**config.mk**
```make
export PLATFORM = sky130hd
export DESIGN_NAME = io_bus_arbiter_flat
export DESIGN_NICKNAME = d
export VERILOG_FILES = /design/src/rtl/io_bus_arbiter_if.sv /design/src/rtl/io_bus_arbiter.sv /design/src/flat_wrapper.sv
export SDC_FILE = /design/constraint.sdc
export NUM_CORES = 1
export LEC_CHECK = 0
export CORE_ASPECT_RATIO = 0.8
export CORE_MARGIN = 2
export CORE_UTILIZATION = 30
export CTS_BUF_LIST = sky130_fd_sc_hd__clkbuf_8
export DETAILED_ROUTE_END_ITERATION = 10
export HOLD_SLACK_MARGIN = 0.12
export PLACE_DENSITY_LB_ADDON = 0.05
export SLEW_MARGIN = 0
export SYNTH_ARGS = -nofsm -noshare
export SYNTH_HDL_FRONTEND = slang
export SYNTH_SLANG_ARGS = --single-unit
```
**constraint.sdc**
```tcl
create_clock -name clk -period 7.4 [get_ports clk]
set_clock_uncertainty 0.1 [all_clocks]
set_input_delay 1.85 -clock clk [delete_from_list [all_inputs] [get_ports clk]]
set_output_delay 1.85 -clock clk [all_outputs]
set_load 0.01 [all_outputs]
```
**src/rtl/io_bus_arbiter_if.sv**
```systemverilog
// Shared bus bundle between the two requesters, the arbiter and the slave decoder.
// The master modport is the arbiter's view; the slave modport is the surrounding environment.
interface io_bus_arbiter_if #(
  parameter int ADDR_W = 32,
  parameter int DATA_W = 32,
  parameter int CTRL_W = 4
);
  logic              m0_req,  m1_req;
  logic [ADDR_W-1:0] m0_addr, m1_addr;
  logic [CTRL_W-1:0] m0_ctrl, m1_ctrl;
  logic [DATA_W-1:0] m0_wd,   m1_wd;
  logic              m0_we,   m1_we;
  logic              m0_gnt,  m1_gnt;
  logic              m0_done, m1_done;
  logic [DATA_W-1:0] m_rd;
  logic              m_err;
  logic              s_valid;
  logic [ADDR_W-1:0] s_addr;
  logic [CTRL_W-1:0] s_ctrl;
  logic [DATA_W-1:0] s_wd;
  logic              s_we;
  logic              s_ready;
  logic [DATA_W-1:0] s_rd;

  modport master (
    input  m0_req, m1_req, m0_addr, m1_addr, m0_ctrl, m1_ctrl,
           m0_wd, m1_wd, m0_we, m1_we, s_ready, s_rd,
    output m0_gnt, m1_gnt, m0_done, m1_done, m_rd, m_err,
           s_valid, s_addr, s_ctrl, s_wd, s_we
  );

  modport slave (
    output m0_req, m1_req, m0_addr, m1_addr, m0_ctrl, m1_ctrl,
           m0_wd, m1_wd, m0_we, m1_we, s_ready, s_rd,
    input  m0_gnt, m1_gnt, m0_done, m1_done, m_rd, m_err,
           s_valid, s_addr, s_ctrl, s_wd, s_we
  );
endinterface

```
**src/rtl/io_bus_arbiter.sv**
```systemverilog
// Two-master round-robin arbiter: grants the slave bus, runs one valid/ready
// transaction at a time, returns read data and aborts hung slaves on timeout.
module io_bus_arbiter #(
  parameter int ADDR_W  = 32,
  parameter int DATA_W  = 32,
  parameter int CTRL_W  = 4,
  parameter int TIMEOUT = 16
) (
  input logic             clk,
  input logic             rst,
  io_bus_arbiter_if.master bus
);
  localparam int CNT_W = (TIMEOUT > 2) ? $clog2(TIMEOUT) : 1;
  localparam logic [CNT_W-1:0] LAST_CNT = CNT_W'(TIMEOUT - 1);

  typedef enum logic [1:0] {IDLE, BUSY, DONE} state_e;

  state_e            state_q;
  logic              last_q;
  logic [CNT_W-1:0]  cnt_q;
  logic              gnt0_q, gnt1_q, done0_q, done1_q, err_q, valid_q;
  logic [ADDR_W-1:0] addr_q;
  logic [CTRL_W-1:0] ctrl_q;
  logic [DATA_W-1:0] wd_q, rd_q;
  logic              we_q;
  logic              win_d;

  // m1 wins if it is alone, or on a tie when m0 was granted last
  always_comb begin
    win_d = bus.m1_req & (~bus.m0_req | ~last_q);
  end

  always_ff @(posedge clk or posedge rst) begin
    if (rst) begin
      state_q <= IDLE;
      last_q  <= 1'b1;
      cnt_q   <= '0;
      gnt0_q  <= 1'b0;
      gnt1_q  <= 1'b0;
      done0_q <= 1'b0;
      done1_q <= 1'b0;
      err_q   <= 1'b0;
      valid_q <= 1'b0;
      addr_q  <= '0;
      ctrl_q  <= '0;
      wd_q    <= '0;
      we_q    <= 1'b0;
      rd_q    <= '0;
    end else begin
      case (state_q)
        IDLE: begin
          if (bus.m0_req | bus.m1_req) begin
            gnt0_q  <= ~win_d;
            gnt1_q  <= win_d;
            last_q  <= win_d;
            addr_q  <= win_d ? bus.m1_addr : bus.m0_addr;
            ctrl_q  <= win_d ? bus.m1_ctrl : bus.m0_ctrl;
            wd_q    <= win_d ? bus.m1_wd   : bus.m0_wd;
            we_q    <= win_d ? bus.m1_we   : bus.m0_we;
            cnt_q   <= '0;
            valid_q <= 1'b1;
            state_q <= BUSY;
          end
        end
        BUSY: begin
          // s_ready in the last allowed cycle still counts as a normal completion
          if (bus.s_ready) begin
            rd_q    <= we_q ? '0 : bus.s_rd;
            err_q   <= 1'b0;
            done0_q <= gnt0_q;
            done1_q <= gnt1_q;
            valid_q <= 1'b0;
            state_q <= DONE;
          end else if (cnt_q == LAST_CNT) begin
            rd_q    <= '0;
            err_q   <= 1'b1;
            done0_q <= gnt0_q;
            done1_q <= gnt1_q;
            valid_q <= 1'b0;
            state_q <= DONE;
          end else begin
            cnt_q <= cnt_q + 1'b1;
          end
        end
        DONE: begin
          gnt0_q  <= 1'b0;
          gnt1_q  <= 1'b0;
          done0_q <= 1'b0;
          done1_q <= 1'b0;
          err_q   <= 1'b0;
          state_q <= IDLE;
        end
        default: state_q <= IDLE;
      endcase
    end
  end

  assign bus.m0_gnt  = gnt0_q;
  assign bus.m1_gnt  = gnt1_q;
  assign bus.m0_done = done0_q;
  assign bus.m1_done = done1_q;
  assign bus.m_rd    = rd_q;
  assign bus.m_err   = err_q;
  assign bus.s_valid = valid_q;
  assign bus.s_addr  = addr_q;
  assign bus.s_ctrl  = ctrl_q;
  assign bus.s_wd    = wd_q;
  assign bus.s_we    = we_q;
endmodule

```
**src/flat_wrapper.sv**
```systemverilog
// flat-port wrapper written by rule: the top's interface ports become plain ports
module io_bus_arbiter_flat 
#(
  parameter int ADDR_W  = 32,
  parameter int DATA_W  = 32,
  parameter int CTRL_W  = 4,
  parameter int TIMEOUT = 16
)
  (clk, rst, bus_m0_req, bus_m1_req, bus_m0_addr, bus_m1_addr, bus_m0_ctrl, bus_m1_ctrl, bus_m0_wd, bus_m1_wd, bus_m0_we, bus_m1_we, bus_s_ready, bus_s_rd, bus_m0_gnt, bus_m1_gnt, bus_m0_done, bus_m1_done, bus_m_rd, bus_m_err, bus_s_valid, bus_s_addr, bus_s_ctrl, bus_s_wd, bus_s_we);
  io_bus_arbiter_if #(.ADDR_W(ADDR_W), .DATA_W(DATA_W), .CTRL_W(CTRL_W)) bus_i ();
  input logic clk;
  input logic rst;
  input wire logic [$bits(bus_i.m0_req)-1:0] bus_m0_req;
  input wire logic [$bits(bus_i.m1_req)-1:0] bus_m1_req;
  input wire logic [$bits(bus_i.m0_addr)-1:0] bus_m0_addr;
  input wire logic [$bits(bus_i.m1_addr)-1:0] bus_m1_addr;
  input wire logic [$bits(bus_i.m0_ctrl)-1:0] bus_m0_ctrl;
  input wire logic [$bits(bus_i.m1_ctrl)-1:0] bus_m1_ctrl;
  input wire logic [$bits(bus_i.m0_wd)-1:0] bus_m0_wd;
  input wire logic [$bits(bus_i.m1_wd)-1:0] bus_m1_wd;
  input wire logic [$bits(bus_i.m0_we)-1:0] bus_m0_we;
  input wire logic [$bits(bus_i.m1_we)-1:0] bus_m1_we;
  input wire logic [$bits(bus_i.s_ready)-1:0] bus_s_ready;
  input wire logic [$bits(bus_i.s_rd)-1:0] bus_s_rd;
  output wire logic [$bits(bus_i.m0_gnt)-1:0] bus_m0_gnt;
  output wire logic [$bits(bus_i.m1_gnt)-1:0] bus_m1_gnt;
  output wire logic [$bits(bus_i.m0_done)-1:0] bus_m0_done;
  output wire logic [$bits(bus_i.m1_done)-1:0] bus_m1_done;
  output wire logic [$bits(bus_i.m_rd)-1:0] bus_m_rd;
  output wire logic [$bits(bus_i.m_err)-1:0] bus_m_err;
  output wire logic [$bits(bus_i.s_valid)-1:0] bus_s_valid;
  output wire logic [$bits(bus_i.s_addr)-1:0] bus_s_addr;
  output wire logic [$bits(bus_i.s_ctrl)-1:0] bus_s_ctrl;
  output wire logic [$bits(bus_i.s_wd)-1:0] bus_s_wd;
  output wire logic [$bits(bus_i.s_we)-1:0] bus_s_we;
  assign bus_i.m0_req = bus_m0_req;
  assign bus_i.m1_req = bus_m1_req;
  assign bus_i.m0_addr = bus_m0_addr;
  assign bus_i.m1_addr = bus_m1_addr;
  assign bus_i.m0_ctrl = bus_m0_ctrl;
  assign bus_i.m1_ctrl = bus_m1_ctrl;
  assign bus_i.m0_wd = bus_m0_wd;
  assign bus_i.m1_wd = bus_m1_wd;
  assign bus_i.m0_we = bus_m0_we;
  assign bus_i.m1_we = bus_m1_we;
  assign bus_i.s_ready = bus_s_ready;
  assign bus_i.s_rd = bus_s_rd;
  assign bus_m0_gnt = bus_i.m0_gnt;
  assign bus_m1_gnt = bus_i.m1_gnt;
  assign bus_m0_done = bus_i.m0_done;
  assign bus_m1_done = bus_i.m1_done;
  assign bus_m_rd = bus_i.m_rd;
  assign bus_m_err = bus_i.m_err;
  assign bus_s_valid = bus_i.s_valid;
  assign bus_s_addr = bus_i.s_addr;
  assign bus_s_ctrl = bus_i.s_ctrl;
  assign bus_s_wd = bus_i.s_wd;
  assign bus_s_we = bus_i.s_we;
  io_bus_arbiter #(.ADDR_W(ADDR_W), .DATA_W(DATA_W), .CTRL_W(CTRL_W), .TIMEOUT(TIMEOUT)) u_core (.clk(clk), .rst(rst), .bus(bus_i));
endmodule
```
=== Yosys cells after proc, flatten, opt, wreduce, memory -nomap -nowiden ===
Cells that the tools add are included.

* Flip-flop bits (word level): 114
* Output and inout bits: 107
* Logic and storage cells: 72

* Add/subtract/negate cells: 1
* Equality and inequality tests: 7
* Multiplexer cells: 32
* Bitwise operators: 6
* Reduce and logical (&&, ||, !) cells: 12

{| class="wikitable"
|+ Operators by type and width
! operator !! number
|-
| two-way mux 32 bit || 5
|-
| two-way mux 4 bit || 4
|-
| two-way mux 1 bit || 12
|-
| one-hot mux 1 bit (2 select lines) || 6
|-
| AND reduction 2 bit || 5
|-
| one-hot mux 4 bit (2 select lines) || 1
|-
| nonzero test 2 bit || 4
|-
| two-way mux 2 bit || 3
|-
| adder 4 x 1 -> 4 bit, second input constant || 1
|-
| equality test 4 bit, second input constant || 1
|-
| inequality test 2 bit, second input constant || 2
|-
| one-hot mux 2 bit (2 select lines) || 1
|-
| AND reduction 4 bit || 1
|-
| inequality test 3 x 2 -> 1 bit, second input constant || 1
|-
| NOT 1 bit || 3
|-
| AND reduction 3 bit || 1
|-
| equality test 2 x 1 -> 1 bit, second input constant || 1
|-
| equality test 2 bit, second input constant || 1
|-
| logical NOT 2 bit || 1
|-
| inequality test 2 x 1 -> 1 bit, second input constant || 1
|-
| bitwise OR 1 bit || 2
|-
| AND 1 bit || 1
|}

=== Depth between registers and ports, before layout ===
* Depth after elaboration: 6
* Depth in mapped cells: 9
* Depth with buffers taken out: 6

=== Worst setup path before layout ===
Ideal clock, no wire load.

* Path kind: input to register
* Start: input bus_m0_req
* End: register u_core.addr_q[10] (netlist: u_core.bus.s_addr[10])
* Setup time: 0.137 ns
* Arrival: 2.664 ns
* Data required time: 7.163 ns
* Setup slack: 4.500 ns
* Stages: 4
* Buffers on the path: 2
* Cells stage by stage: o21ai_0 -> buf_2 -> clkbuf_1 -> o21ai_0

* Word-level cells in the longest chain between the ends: 4
* Elaborated cells on any way between the ends: 6
* Classes of those cells: 1 x mux; 4 x bitwise; 1 x reduce/logical

{| class="wikitable"
|+ Ends and longest elaborated chain
! element !! RTL line !! RTL
|-
| from (decl) || flat_wrapper.sv:13 || <nowiki>input wire logic [$bits(bus_i.m0_req)-1:0] bus_m0_req;</nowiki>
|-
| NOT 1 bit || io_bus_arbiter.sv:30 || <nowiki>win_d = bus.m1_req & (~bus.m0_req | ~last_q);</nowiki>
|-
| bitwise OR 1 bit || io_bus_arbiter.sv:30 ||
|-
| AND 1 bit || io_bus_arbiter.sv:30 ||
|-
| two-way mux 32 bit || io_bus_arbiter.sv:56 || <nowiki>addr_q <= win_d ? bus.m1_addr : bus.m0_addr;</nowiki>
|-
| to (signal assigned) || io_bus_arbiter.sv:56 ||
|-
| to (decl) || io_bus_arbiter.sv:22 || <nowiki>logic [ADDR_W-1:0] addr_q;</nowiki>
|}

Several ways; a longest one is shown, not always the timed one.
A chain may end at the register's enable or synchronous reset.

=== Worst setup path after layout ===
* Start: input bus_m1_req
* End: register u_core.wd_q[12] (netlist: u_core.bus.s_wd[12])

* Word-level cells in the longest chain between the ends: 2
* Elaborated cells on any way between the ends: 4
* Classes of those cells: 1 x mux; 2 x bitwise; 1 x reduce/logical

{| class="wikitable"
|+ Ends and longest elaborated chain
! element !! RTL line !! RTL
|-
| from (decl) || flat_wrapper.sv:14 || <nowiki>input wire logic [$bits(bus_i.m1_req)-1:0] bus_m1_req;</nowiki>
|-
| AND 1 bit or bitwise OR 1 bit (tied branches) || io_bus_arbiter.sv:30, io_bus_arbiter.sv:52 ||
|-
| two-way mux 32 bit or AND reduction 2 bit (tied branches) || n/a ||
|-
| to (signal assigned) || io_bus_arbiter.sv:58 || <nowiki>wd_q <= win_d ? bus.m1_wd : bus.m0_wd;</nowiki>
|-
| to (decl) || io_bus_arbiter.sv:24 || <nowiki>logic [DATA_W-1:0] wd_q, rd_q;</nowiki>
|}

Several ways; a longest one is shown, not always the timed one.

==> metrics.md <==
| Metric | Value |
|---|---|
| Status | completed |
| # DRC | 0 |
| Core ar. | ~17000 sq um |
| Pwr Density | 348 nW/um^2 |
| Clock Tree Buf Depth | 2 |
| Combinational power share | 0.452 |
| Final period utilization | 0.568 |
| Power Internal | ~1.9 mW |
| WP data arrival | between 4 and 5 ns |
| Setup_tns | 0 ns |
| Post-synth EDFFs | 0 |
| Final net count | 964 |
| N_diodes | 0 |
| F_max | 238 MHz |
| Max rail drop VDD | around 190 uV |
| Most common cell after layout, fill and taps aside | clkdlybuf4s50_1 |
| Clock Sinks | between 100 and 150 |
| # setup viols final | 0 |
| Sequential share of the synthesized area | 0.551 |
| Antenna violations before repair | 0 |
| Avg WL per Cell | roughly 16 um |
| Die area | 18300 sq um |
| Port Buffers | ~280 |
| Vias in the first global route | about 4700 |
| CTS Buf Count | 17 |
| Final hold viol count | 0 |
| Max transition margin | 0.184 |
| Net switching power | between 1 and 1.5 mW |
| WP data required | 7.56 ns |
| Antenna viol nets, final | 0 |
| Overall Power | 2.96 mW |
| Vias/cell | 4.53 |
| Routed wire length | about 16000 um |
| Mapped Cells | slightly above 500 |
| Fill count | about 1500 |
| Synth unique cells | 33 |
| Aggregate global routing overflow | 0 |
| Syn_area_per_cell | 10.1 sq um |
| HPWL after detailed placement | around 12000 um |
| Net Sw Frac | 0.352 |
| Clock share of power | 0.201 |
| Via count | 4603 |
| Max cap viols | 0 |
| Drt first pass iters | 4 |
| H-tree depth | 4 |
| Die Width | 151 um |
| Slew @ Worst Pin | between 1 and 1.5 ns |
| Final Util | 0.509 |
| Gr usage total | 0.177 |
| Root Driver | clkbuf_8 |
| Leak | between 3 and 4 nW |
| CTS tree | yes |
| Global-route wire length before repair | between 20000 and 25000 um |
| Critical path startpoint category | input pin |
| Dpl cells | between 900 and 1000 |
| Share of cells above drive strength 1 | 0.0553 |
| Ports | approximately 280 |
| Async SR Flop Fraction | 1.00 |
| Worst Setup End Kind | flip-flop |
| Die height | 122 um |
| Syn Std Cell Area | approximately 5200 sq um |
| Flop pwr share | 0.347 |
| Pin count of the biggest net entering global routing | about 120 |
| 1st-iter DRT viols | 196 |
| Worst-path clk slew | 0.07 ns |
| Std cell rows | 42 |
| Final min period | roughly 4.2 ns |
| Post-Syn Nets | roughly 700 |
| Hold Worst Slack | 0.367 ns |
| Register bit total from synthesis | around 110 |
| GPL Wtd Cong | between 0.7 and 0.8 |
| Post-CTS Hold Buffers | 0 |
| Initial Util | 0.310 |
| CTS resizes | 0 |
| RSZ-0062 raised after global routing | no |
| Synthesis Warnings | 0 |
| Critical path type | input pin to flip-flop |
| Post-CTS Setup Bufs | 0 |
| CP max FO | 61 |
| Top FF cell, synth | dfrtp_1 |
| Most frequent cells in the layout | 281 x clkdlybuf4s50_1, 141 x nand2_1, 113 x dfrtp_1 |
| Class of the worst hold path | flip-flop to flip-flop |
| Clock latency on the worst-skew pair | about 0.43 ns |
| Final slew viol count | 0 |
| P&R area growth vs syn | 64.3% |
| Non-Filler Instances | about 1000 |
flip-flops by register name, summed over array words and instances (netlist names):
name	cells
u_core.bus.m_rd	32
u_core.bus.s_wd	32
u_core.bus.m0_done	1
u_core.bus.s_addr	32
u_core.cnt_q	4
u_core.bus.m1_done	1
u_core.last_q	1
u_core.bus.s_ctrl	4
u_core.bus.m1_gnt	1
u_core.bus.m0_gnt	1
u_core.bus.m_err	1
u_core.bus.s_valid	1
u_core.bus.s_we	1
u_core.state_q	2
kinds of logic (layout without fill, tap and decap cells):
logic type,count (synthesis),in the layout,share of synthesized area
mux,72,72,0.140
flops,114,114,0.551
compound gates,92,92,0.0962
simple gates,190,190,0.152
fa+ha+maj,6,6,0.0145
buf+inv,40,322,0.0459
final cells by class:
class / count / area [sq um] / share of cell area
clock buffer: 18 / 248 / 0.0291
clock inverter: 14 / 149 / 0.0175
inverter: 4 / 17.5 / 0.00206
multi-input combinational: 360 / 2110 / 0.248
sequential: 114 / 2850 / 0.335
tap: 220 / 275 / 0.0324
timing repair buffer: 286 / 2850 / 0.335
power groups by stage:
stage,Combinational (mW),Clock [mW],Sequential (mW)
final,1.34,0.594,1.03
after global routing,1.48,0.644,1.07
after CTS,1.36,0.615,1.03
after detailed placement,1.36,0,1.04
after global placement,1.34,0,1.03
after floorplan,0.531,0,1.14
layer usage:
metal	global-route usage	share of wire	up-vias
li1	-	-	2283
met1	0.208	0.40	2116
met2	0.292	0.48	189
met3	0.0831	0.11	15
met4	0.0473	0.014	0
met5	0	0	-
final timing paths:
check / end / slack [ns] / startpoint / cells past startpoint
setup / recovery: u_core.bus.s_wd[12] / 3.20 / bus_m1_req / 5
hold / removal: u_core.bus.m_rd[30] / 0.37 / u_core.bus.m_rd[30] / 2
setup reg to reg: u_core.bus.s_addr[25] / 4.89 / u_core.state_q[0] / 5
hold reg to reg: u_core.bus.m_rd[30] / 0.37 / u_core.bus.m_rd[30] / 2
max in group asynchronous: u_core.bus.s_wd[23] / 4.14 / rst / 3
min in group asynchronous: u_core.bus.m_rd[10] / 1.82 / rst / 2
stage by stage:
stage                     worst slack (ns)  cell area [sq um]
final                                 3.20               8510
after detailed placement              2.73               8110
after CTS                             3.23               8510
after global placement                2.83               8110
after floorplan                       2.44               5180
after global routing                  3.11               8510
cell usage after synthesis (3+ instances only):
cell      count  area share
inv_1         4      0.0029
buf_4         3      0.0043
clkbuf_1     11      0.0080
nor2_1        3      0.0022
nand2b_1      3      0.0036
ha_1          6       0.014
dfrtp_1     113        0.55
buf_6         4      0.0087
o21ai_1      10      0.0097
buf_1         5      0.0036
nand2_1     141        0.10
buf_2        11       0.011
o21ai_0      68       0.066
mux2i_1      70        0.14
nor2b_1       5      0.0060
nand3_1      34       0.033
worst max-delay path: stages:
cell             delay [ns]
clkdlybuf4s50_1        0.65
a21boi_4               0.48
buf_4                  0.86
mux2i_1                0.30
o21ai_0                0.11
No activity file was read; power rests on OpenSTA's default activity.
